<file path="src/rtl/sbox_layer_pipe.sv">
// sbox_layer_pipe: N-lane table substitution with one registered valid/ready stage and a runtime-writable table
module sbox_layer_pipe #(
   parameter int LANES = 8,
   parameter int IN_W  = 6,
   parameter int OUT_W = 4,
   parameter int CNT_W = 16
) (
   input  logic                   clk,
   input  logic                   rst_n,
   input  logic                   in_valid,
   output logic                   in_ready,
   input  logic [LANES*IN_W-1:0]  in_data,
   output logic                   out_valid,
   input  logic                   out_ready,
   output logic [LANES*OUT_W-1:0] out_data,
   input  logic                   tbl_we,
   input  logic [IN_W-1:0]        tbl_addr,
   input  logic [OUT_W-1:0]       tbl_wdata,
   output logic                   tbl_wr_err,
   output logic [CNT_W-1:0]       blk_cnt
);
   localparam int DEPTH = 1 << IN_W;
   // 6-to-4 sbox packed with entry a at bits [a*4 +: 4]
   localparam logic [255:0] SBOX = 256'h3E5043C6950CF96FD827ED1C7BC182B4698E903DCFF3055816DB7A47C124BCE2;

   function automatic logic [OUT_W-1:0] def_entry(input int a);
      if (IN_W == 6 && OUT_W == 4) return OUT_W'(SBOX[(a & 63)*4 +: 4]);
      return OUT_W'(a);
   endfunction

   logic [OUT_W-1:0]       r_tbl [DEPTH];
   logic                   r_valid;
   logic [LANES*OUT_W-1:0] r_data;
   logic                   r_wr_err;
   logic [CNT_W-1:0]       r_cnt;
   logic [LANES*OUT_W-1:0] w_lut;
   logic                   w_acc;
   logic                   w_idle;

   assign in_ready   = !r_valid || out_ready;
   assign w_acc      = in_valid && in_ready;
   assign w_idle     = !r_valid && !in_valid;
   assign out_valid  = r_valid;
   assign out_data   = r_data;
   assign tbl_wr_err = r_wr_err;
   assign blk_cnt    = r_cnt;

   for (genvar k = 0; k < LANES; k++) begin : g_lane
      assign w_lut[k*OUT_W +: OUT_W] = r_tbl[in_data[k*IN_W +: IN_W]];
   end

   always_ff @(posedge clk or negedge rst_n) begin
      if (!rst_n) begin
         for (int i = 0; i < DEPTH; i++) r_tbl[i] <= def_entry(i);
      end else if (tbl_we && w_idle) begin
         r_tbl[tbl_addr] <= tbl_wdata;
      end
   end

   always_ff @(posedge clk or negedge rst_n) begin
      if (!rst_n) begin
         r_valid  <= 1'b0;
         r_data   <= '0;
         r_wr_err <= 1'b0;
         r_cnt    <= '0;
      end else begin
         r_wr_err <= tbl_we && !w_idle;
         if (w_acc) begin
            r_valid <= 1'b1;
            r_data  <= w_lut;
            r_cnt   <= r_cnt + 1'b1;
         end else if (out_ready) begin
            r_valid <= 1'b0;
         end
      end
   end
endmodule

</file>
<file path="config.mk">
export PLATFORM = sky130hd
export DESIGN_NAME = sbox_layer_pipe
export DESIGN_NICKNAME = d
export VERILOG_FILES = /design/src/rtl/sbox_layer_pipe.sv
export SDC_FILE = /design/constraint.sdc
export NUM_CORES = 1
export LEC_CHECK = 0
export BUFFER_PORTS_ARGS = -buffer_cell sky130_fd_sc_hd__buf_4
export CAP_MARGIN = 20
export CORE_MARGIN = 2
export CORE_UTILIZATION = 30
export CTS_BUF_LIST = sky130_fd_sc_hd__clkbuf_2 sky130_fd_sc_hd__clkbuf_4 sky130_fd_sc_hd__clkbuf_8
export DETAILED_ROUTE_END_ITERATION = 8
export PLACE_DENSITY = 0.56
export SYNTH_ARGS = -nofsm -noshare
export SYNTH_HDL_FRONTEND = slang
export SYNTH_SLANG_ARGS = --single-unit
export TNS_END_PERCENT = 30
</file>
<file path="constraint.sdc">
create_clock -name clk -period 2.1 [get_ports clk]
set_input_delay 0.21 -clock clk [delete_from_list [all_inputs] [get_ports clk]]
set_output_delay 0.21 -clock clk [all_outputs]
set_load 0.02 [all_outputs]
</file>
# Word-level counts from Yosys, hierarchy flattened
# Cells that the tools add are included.
op_classes:
  bitwise_logic: 9
  addsub: 1
  reduce_logical: 10
  muxes: 29
  magnitude_cmp: 10
op_table:
  columns: ["operator", "n"]
  rows:
  - ["$bwmux W256", 1]
  - ["$bmux W4 S6", 8]
  - ["$mux W4", 17]
  - ["$ge A7 B7 Y1 const B", 9]
  - ["$not A6 Y7", 9]
  - ["$demux W4 S6", 1]
  - ["$add A16 B1 Y16 const B", 1]
  - ["$lt A7 B1 Y1 const B", 1]
  - ["$logic_and A1 B1 Y1", 5]
  - ["$logic_not A1 Y1", 3]
  - ["$mux W1", 2]
  - ["$reduce_bool A2 Y1", 1]
  - ["$logic_or A1 B1 Y1", 1]
word_totals:
  regBits: 306
  elab_cells: 127
  output_inout_bits: 51
  in_bits: 63

# Longest topological paths before layout
# Gate-level depths: netlist (run 1).
depth:
  ltp_word: 6
  mapped_depth: 9
  ltp_nobuf: 5

# Worst setup path before layout (run 1)
# Ideal clock, no wire load.
synth_path:
  path_kind: "reg2reg"
  from: "reg r_valid (netlist: out_valid)"
  to: "reg r_data[10] (netlist: out_data[10])"
  arrival_ns: 1.920
  slack_ns: 0.054
  stages_incl_launch_ff: 6
  n_path_buf: 2
  setup_time_ns: 0.126
  period_less_slack_ns: 2.046
  required_time_ns: 1.974
  path_cell_list: "dfrtp_1 nand2b_1 buf_2 nand2_1 dlygate4sd3_1 a221o_1"
synth_via:
  elab_chain_len: 3
synth_rtl:
  columns: ["item", "line", "rtl"]
  rows:
  - ["from (decl)", "32", "logic r_valid;"]
  - ["from (signal assigned)", "62", "r_valid <= 1'b0;"]
  - ["from (signal assigned)", "69", "r_valid <= 1'b1;"]
  - ["from (signal assigned)", "73", "r_valid <= 1'b0;"]
  - ["$logic_not A1 Y1", "40", "assign in_ready = !r_valid || out_ready;"]
  - ["$logic_or A1 B1 Y1", "40", null]
  - ["via in_ready", "11", "output logic in_ready,"]
  - ["$logic_and A1 B1 Y1", "41", "assign w_acc = in_valid && in_ready;"]
  - ["to (signal assigned)", "70", "r_data <= w_lut;"]
  - ["to (decl)", "33", "logic [LANES*OUT_W-1:0] r_data;"]
# The timed path passes the listed nets, and every way through them passes these cells.
# A chain may end at the register's enable or synchronous reset.

# Worst setup path in the final report (run 1)
layout_path:
  from: "reg r_tbl[70] (netlist bit)"
  to: "reg r_data[18] (netlist: out_data[18])"
layout_via:
  elab_chain_len: 3
layout_rtl:
  columns: ["item", "line", "rtl"]
  rows:
  - ["from (decl)", "31", "logic [OUT_W-1:0] r_tbl [DEPTH];"]
  - ["from (signal, indexed assignment)", "56", "r_tbl[tbl_addr] <= tbl_wdata;"]
  - ["$bmux W4 S6", "49", "assign w_lut[k*OUT_W +: OUT_W] = r_tbl[in_data[k*IN_W +: IN_W]];"]
  - ["$mux W4 (implied by the code) (2 in series)", "49", null]
# Every way passes these cells. The select of a mux whose other input is x is not followed.

==> results of run 1 <==
[registers in the layout, indices dropped and copies added, names as in the netlist]
signal	cells
out_data	32
r_tbl	256
tbl_wr_err	1
blk_cnt	16
out_valid	1
[how the worst min path moves through the flow]
stage,start,cells past startpoint,endpoint,slack [ns]
global route,in_data[9],4,out_data[6]$_DFFE_PN0P_,0.02
detailed placement,rst_n,1,r_tbl[188]$_DFFE_PN0P_,0.20
floorplan,rst_n,0,blk_cnt[0]$_DFFE_PN0P_,-0.09
global placement,rst_n,1,r_tbl[188]$_DFFE_PN0P_,0.20
CTS,in_data[9],4,out_data[6]$_DFFE_PN0P_,0.0003
finish,in_data[9],4,out_data[4]$_DFFE_PN0P_,0.05
[cells by family (layout without fill, tap and decap cells)]
family / Yosys count / after routing / synth area share (%)
XOR/XNOR: 15 / 15 / 0.433
other: 0 / 4 / 0
AO/OA/AOI/OAI: 400 / 400 / 9.88
adder cells (fa/ha/maj): 1 / 1 / 0.0413
flip-flops: 306 / 306 / 25.8
AND/OR/NAND/NOR: 429 / 429 / 7.32
buffers and inverters: 404 / 637 / 6.66
multiplexers: 1089 / 1089 / 49.9
[cell usage after synthesis, drive strengths merged, types with 2 or more instances]
master       count
xor2             5
or2b             3
and3             7
nor2b           40
a22oi          224
a211o            7
mux4           277
nor2            57
nand4           82
or2              5
nand3           97
dfrtp          178
a211oi          22
nor4             9
nand2b          13
dlygate4sd1      2
xnor2           10
o22ai           62
nor3            14
mux2           347
o211ai          23
nand3b           3
inv              3
a221oi           3
o21ai            2
dfstp          128
o31ai           24
a221o           21
nand2           83
buf            218
and2            10
o2111ai          4
clkbuf         180
o41ai            7
mux2i          465
and2b            3
[power by group]
group          leakage (nW)  switching (mW)  internal (mW)  total, mW
Combinational          11.2            2.87           2.42       5.29
Sequential             3.69           0.798           6.32       7.12
Clock                 0.698            2.94           3.71       6.65
[metrics by stage]
stage | cell area (um2) | setup WS, ns | cells | hold WS [ns]
after detailed placement | 34800 | -0.475 | 4045 | 0.202
after floorplan | 30300 | 0.0538 | 2644 | -0.0856
after global routing | 36500 | -0.180 | 4178 | 0.0165
after global placement | 34800 | -0.512 | 4045 | 0.199
after CTS | 36400 | -0.140 | 4173 | 0.000275
final | 36500 | -0.175 | 4179 | 0.0491
[critical path: stages, from the launching register on]
cell	delay, ns
dfrtp_2	0.49
mux4_4	0.61
mux4_2	0.53
nand4_1	0.13
o31ai_2	0.10
a221o_1	0.28
[timing repair]
item	in CTS	in global routing
setup buffers	8	2
hold endpoints to repair	216	0
pin swaps	12	9
hold buffers	10	0
resized for setup	101	77
setup endpoints to repair	119	177
[layer usage]
layer	wire [um]	track usage, %	vias up
met5	109	0	-
met4	6250	10.0	18
met3	17800	8.85	407
met2	58300	38.1	1912
met1	54700	34.8	13600
li1	-	-	10900
[layout make-up]
class / instances / area [um2] / area share, %
multi-input combinational: 1934 / 20600 / 56.4
sequential: 306 / 7860 / 21.5
timing repair buffer: 524 / 5110 / 14.0
tap: 1298 / 1620 / 4.45
clock buffer: 91 / 1130 / 3.10
clock inverter: 19 / 171 / 0.469
inverter: 3 / 11.3 / 0.0308
antenna: 4 / 10.0 / 0.0274
==> qor.txt, run 1 <==
status = finished with violations
failing checks = negative setup slack
share of layout cells above drive strength 1 = 50.2%
commonest non-fill, non-tap cells in the layout = mux2i_1, buf_4, mux2_2
maximum vdd drop = 0.000407 V
synth warn = 0
Worst R2R End = out_data[18]$_DFFE_PN0P_
most common library cell in the layout ignoring fill and taps = mux2i_1
chip height = 322 um
Worst setup startpoint = r_tbl[70]$_DFFE_PN0P_
grt total ovfl = 0
min-delay worst type = primary input to flop
effective utilization at floorplan = 30.3%
area leader, netlist = mux2i_1
Avg WL per Cell = 32.8 um
Arr. time, crit path = 2.89 ns
post-synthesis sequential area ratio = 25.8%
gr usage total = 25.9%
Tmin final = 2.27 ns
Die Area = 104000 um2
power per cell area = 522 nW/um2
Max H-tree Level = 2
flop and latch count out of synthesis = 306
Die X = 322 um
cell count after synthesis = 2644
clk sinks = 306
first-pass GRT wire length = 195 mm
RSZ-0062 raised after global routing = true
Filler cells = 9910
Req. time, crit path = 2.72 ns
largest net degree at the start of global routing = 56
Hold Fails Final Rpt = 0
maximum clock path buffer count = 3
Worst-Margin Slew = 0.708 ns
port buffer count = 113
GPL Wtd Cong = 1.03
CTS root buffer = clkbuf_8
CP Launch Type = flop
Pleak = 15.5 nW
Final Util = 36.5%
Routed Wire Length = 137 mm
CP Class = flop to flop
Iteration-0 DRC Markers = 3999
Final setup violation count = 17
worst-path fanout max = 8
number of flops mapped to enable cells by yosys = 0
CP Capture Point = out_data[18]$_DFFE_PN0P_
Worst Reg-to-Reg Cells = 5
vias in the first global route = 25700
clock transition at the registers of the reported paths = 0.07 ns
Via density = 6.41
R2R Path Start = r_tbl[70]$_DFFE_PN0P_
Cell Area, Synth = 30300 um2
Net Count, Synth = 2708
max frequency = 0.440 GHz
Final TNS setup = -1.46 ns
DRC violations left = 0
Worst R2R Setup Slack = -0.17 ns
num ports = 114
Fin Clk Skew = 0.0905 ns
DPL Wire Length = 104 mm
cts bufs inserted = 58
setup ws final = -0.175 ns
initial antenna violation count = 11
Vias = 26800
nets = 2891
ys async rst share = 100%
total power = 19.1 mW
average footprint of a synthesized cell = 11.5 um2
Cell variety after synth = 51
top post-synthesis cells by area = mux2i_1, dfrtp_1, mux4_2
predominant post-synthesis flop cell = dfrtp_1
P&R area growth vs syn = 20.5%
first drt pass iteration count = 6
Detail Route Antenna Nets = 0
Rows = 116
Final Cycle Share = 108%
core box area = 100000 um2
clk_lat worst skew = 0.75 ns
Crit. End Element = flop
CTS tree = built
post-synth top area share = 15.4%
max-capacitance violation count = 0
fin. max-slew vios = 0
Slew HR = 52.4%
No activity file was read; power rests on OpenSTA's default activity.
==> run 2: changes to the inputs <==
==> constraint.sdc (replaced) <==
create_clock -name clk -period 1.87 [get_ports clk]
set_input_delay 0.187 -clock clk [delete_from_list [all_inputs] [get_ports clk]]
set_output_delay 0.187 -clock clk [all_outputs]
set_load 0.02 [all_outputs]
==> run 2 against run 1 <==
The run still ends with negative setup slack left; via count up 2.3%; highest routed layer unchanged; final cell count up 2.5%; flip-flop and latch count unchanged; critical path type unchanged.
==> qor.txt, run 2 (synthesis gave the netlist of run 1 again) <==
Rows = 116
most common library cell in the layout ignoring fill and taps = buf_4
nets = 2997
CP Class = flop to flop
clk_lat worst skew = 0.78 ns
largest net degree at the start of global routing = 65
Worst R2R Setup Slack = -0.42 ns
num ports = 114
Tmin final = 2.29 ns
maximum clock path buffer count = 3
effective utilization at floorplan = 30.3%
Routed Wire Length = 146 mm
pre-CTS setup slack = -0.557 ns
WL met1 = 58.2 mm
Largest Register = r_tbl
Filler cells = 9677
area of the multi-input gates = 21400 um2
fin. max-slew vios = 0
DPL Wire Length = 110 mm
power per cell area = 571 nW/um2
share of layout cells above drive strength 1 = 54.1%
P_sw = 7.68 mW
Max H-tree Level = 2
grt total ovfl = 0
Clk pwr share = 34.3%
Hold Fails Final Rpt = 0
Fin Clk Skew = 0.0808 ns
max frequency = 0.437 GHz
Die X = 322 um
Iteration-0 DRC Markers = 3813
worst-path fanout max = 8
failing checks = negative setup slack
Gate power share = 29.4%
CTS root buffer = clkbuf_8
Final Cycle Share = 122%
DRC violations left = 0
Finished Layout Cells = 4283
Final setup violation count = 116
first drt pass iteration count = 6
Slew HR = 55.5%
min-delay worst type = primary input to flop
Arr. time, crit path = 2.93 ns
max FFs per register = 256
max-capacitance violation count = 0
chip height = 322 um
commonest non-fill, non-tap cells in the layout = buf_4, mux2i_1, mux2_2
Avg WL per Cell = 34.1 um
gr usage total = 27.6%
clock transition at the registers of the reported paths = 0.07 ns
met3 wire length = 18.1 mm
Req. time, crit path = 2.51 ns
Switching Fraction = 34.9%
total power = 22.0 mW
Flop pwr share = 36.4%
Pint = 14.3 mW
register area = 7860 um2
status = finished with violations
Pleak = 16.4 nW
P&R area growth vs syn = 27.2%
maximum vdd drop = 0.000535 V
Crit. End Element = flop
first-pass GRT wire length = 205 mm
initial antenna violation count = 9
vias in the first global route = 26400
core box area = 100000 um2
Worst-Margin Slew = 0.663 ns
cts bufs inserted = 58
CTS tree = built
GPL Wtd Cong = 1.04
Final Util = 38.5%
port buffer count = 113
clk sinks = 306
RSZ-0062 raised after global routing = true
setup ws final = -0.416 ns
Top Metal Used = met5
Die Area = 104000 um2
Via density = 6.40
dpl cells = 4135
Vias = 27400
Met2 Wirelength = 61.9 mm
CP Launch Type = flop
Detail Route Antenna Nets = 0
==> run 2: final cells by class <==
type	count	area share, %
diodes	5	0.0324
clock buffers	87	2.86
clock inverters	20	0.535
inverters	3	0.0292
multi-input cells	1934	55.5
flip-flops and latches	306	20.4
well taps	1298	4.21
repair buffers	630	16.4
==> run 2: worst paths after layout <==
| path | from | end | cells past startpoint |
|---|---|---|---|
| worst max-delay path | r_tbl[70]$_DFFE_PN0P_ | out_data[18]$_DFFE_PN0P_ | 5 |
| worst min-delay path | tbl_addr[2] | r_tbl[31]$_DFFE_PN0P_ | 5 |
| worst max register to register | r_tbl[70]$_DFFE_PN0P_ | out_data[18]$_DFFE_PN0P_ | 5 |
| worst min register to register | blk_cnt[15]$_DFFE_PN0P_ | blk_cnt[15]$_DFFE_PN0P_ | 1 |
| max in group asynchronous | rst_n | r_tbl[238]$_DFFE_PN1P_ | 4 |
| min in group asynchronous | rst_n | r_tbl[39]$_DFFE_PN0P_ | 3 |
==> run 2: power groups by stage <==
| stage | Combinational (mW) | Clock [mW] | Sequential (mW) |
|---|---|---|---|
| detailed placement | 6.10 | 0 | 8.03 |
| global placement | 6.06 | 0 | 8.03 |
| finish | 6.46 | 7.55 | 8.00 |
| global route | 6.71 | 8.01 | 8.02 |
| floorplan | 3.33 | 0 | 7.67 |
| CTS | 6.27 | 7.74 | 7.94 |
==> run 2: through the flow <==
step | TNS [ns] | area, um2 | hold slack, ns
floorplan | -0.918 | 30300 | -0.109
global placement | -102.58 | 35800 | 0.183
detailed placement | -97.17 | 35800 | 0.172
CTS | -17.70 | 38200 | 0.0114
global route | -22.00 | 38600 | 0.0142
finish | -14.15 | 38600 | 0.0148
==> run 2: layer usage <==
layer  GRT usage, %  up-vias
met5              0        -
met1           36.7    14000
met4           12.8        6
li1               -    11100
met3           8.93      379
met2           40.5     1923
==> run 2: worst max-delay path, stage by stage (launching register included) <==
cell and delay (ns):
dfrtp_2 0.49, mux4_4 0.61, mux4_2 0.54, nand4_1 0.15, o31ai_2 0.10, a221o_1 0.27
==> run 2: timing repair <==
item                                   4_1_cts  5_1_grt
hold buffers                                19        0
gates resized for setup                    224       82
setup endpoints to repair                  289      285
pin swaps                                   33       21
endpoints found under the hold margin      248        0
buffers inserted                             6       14
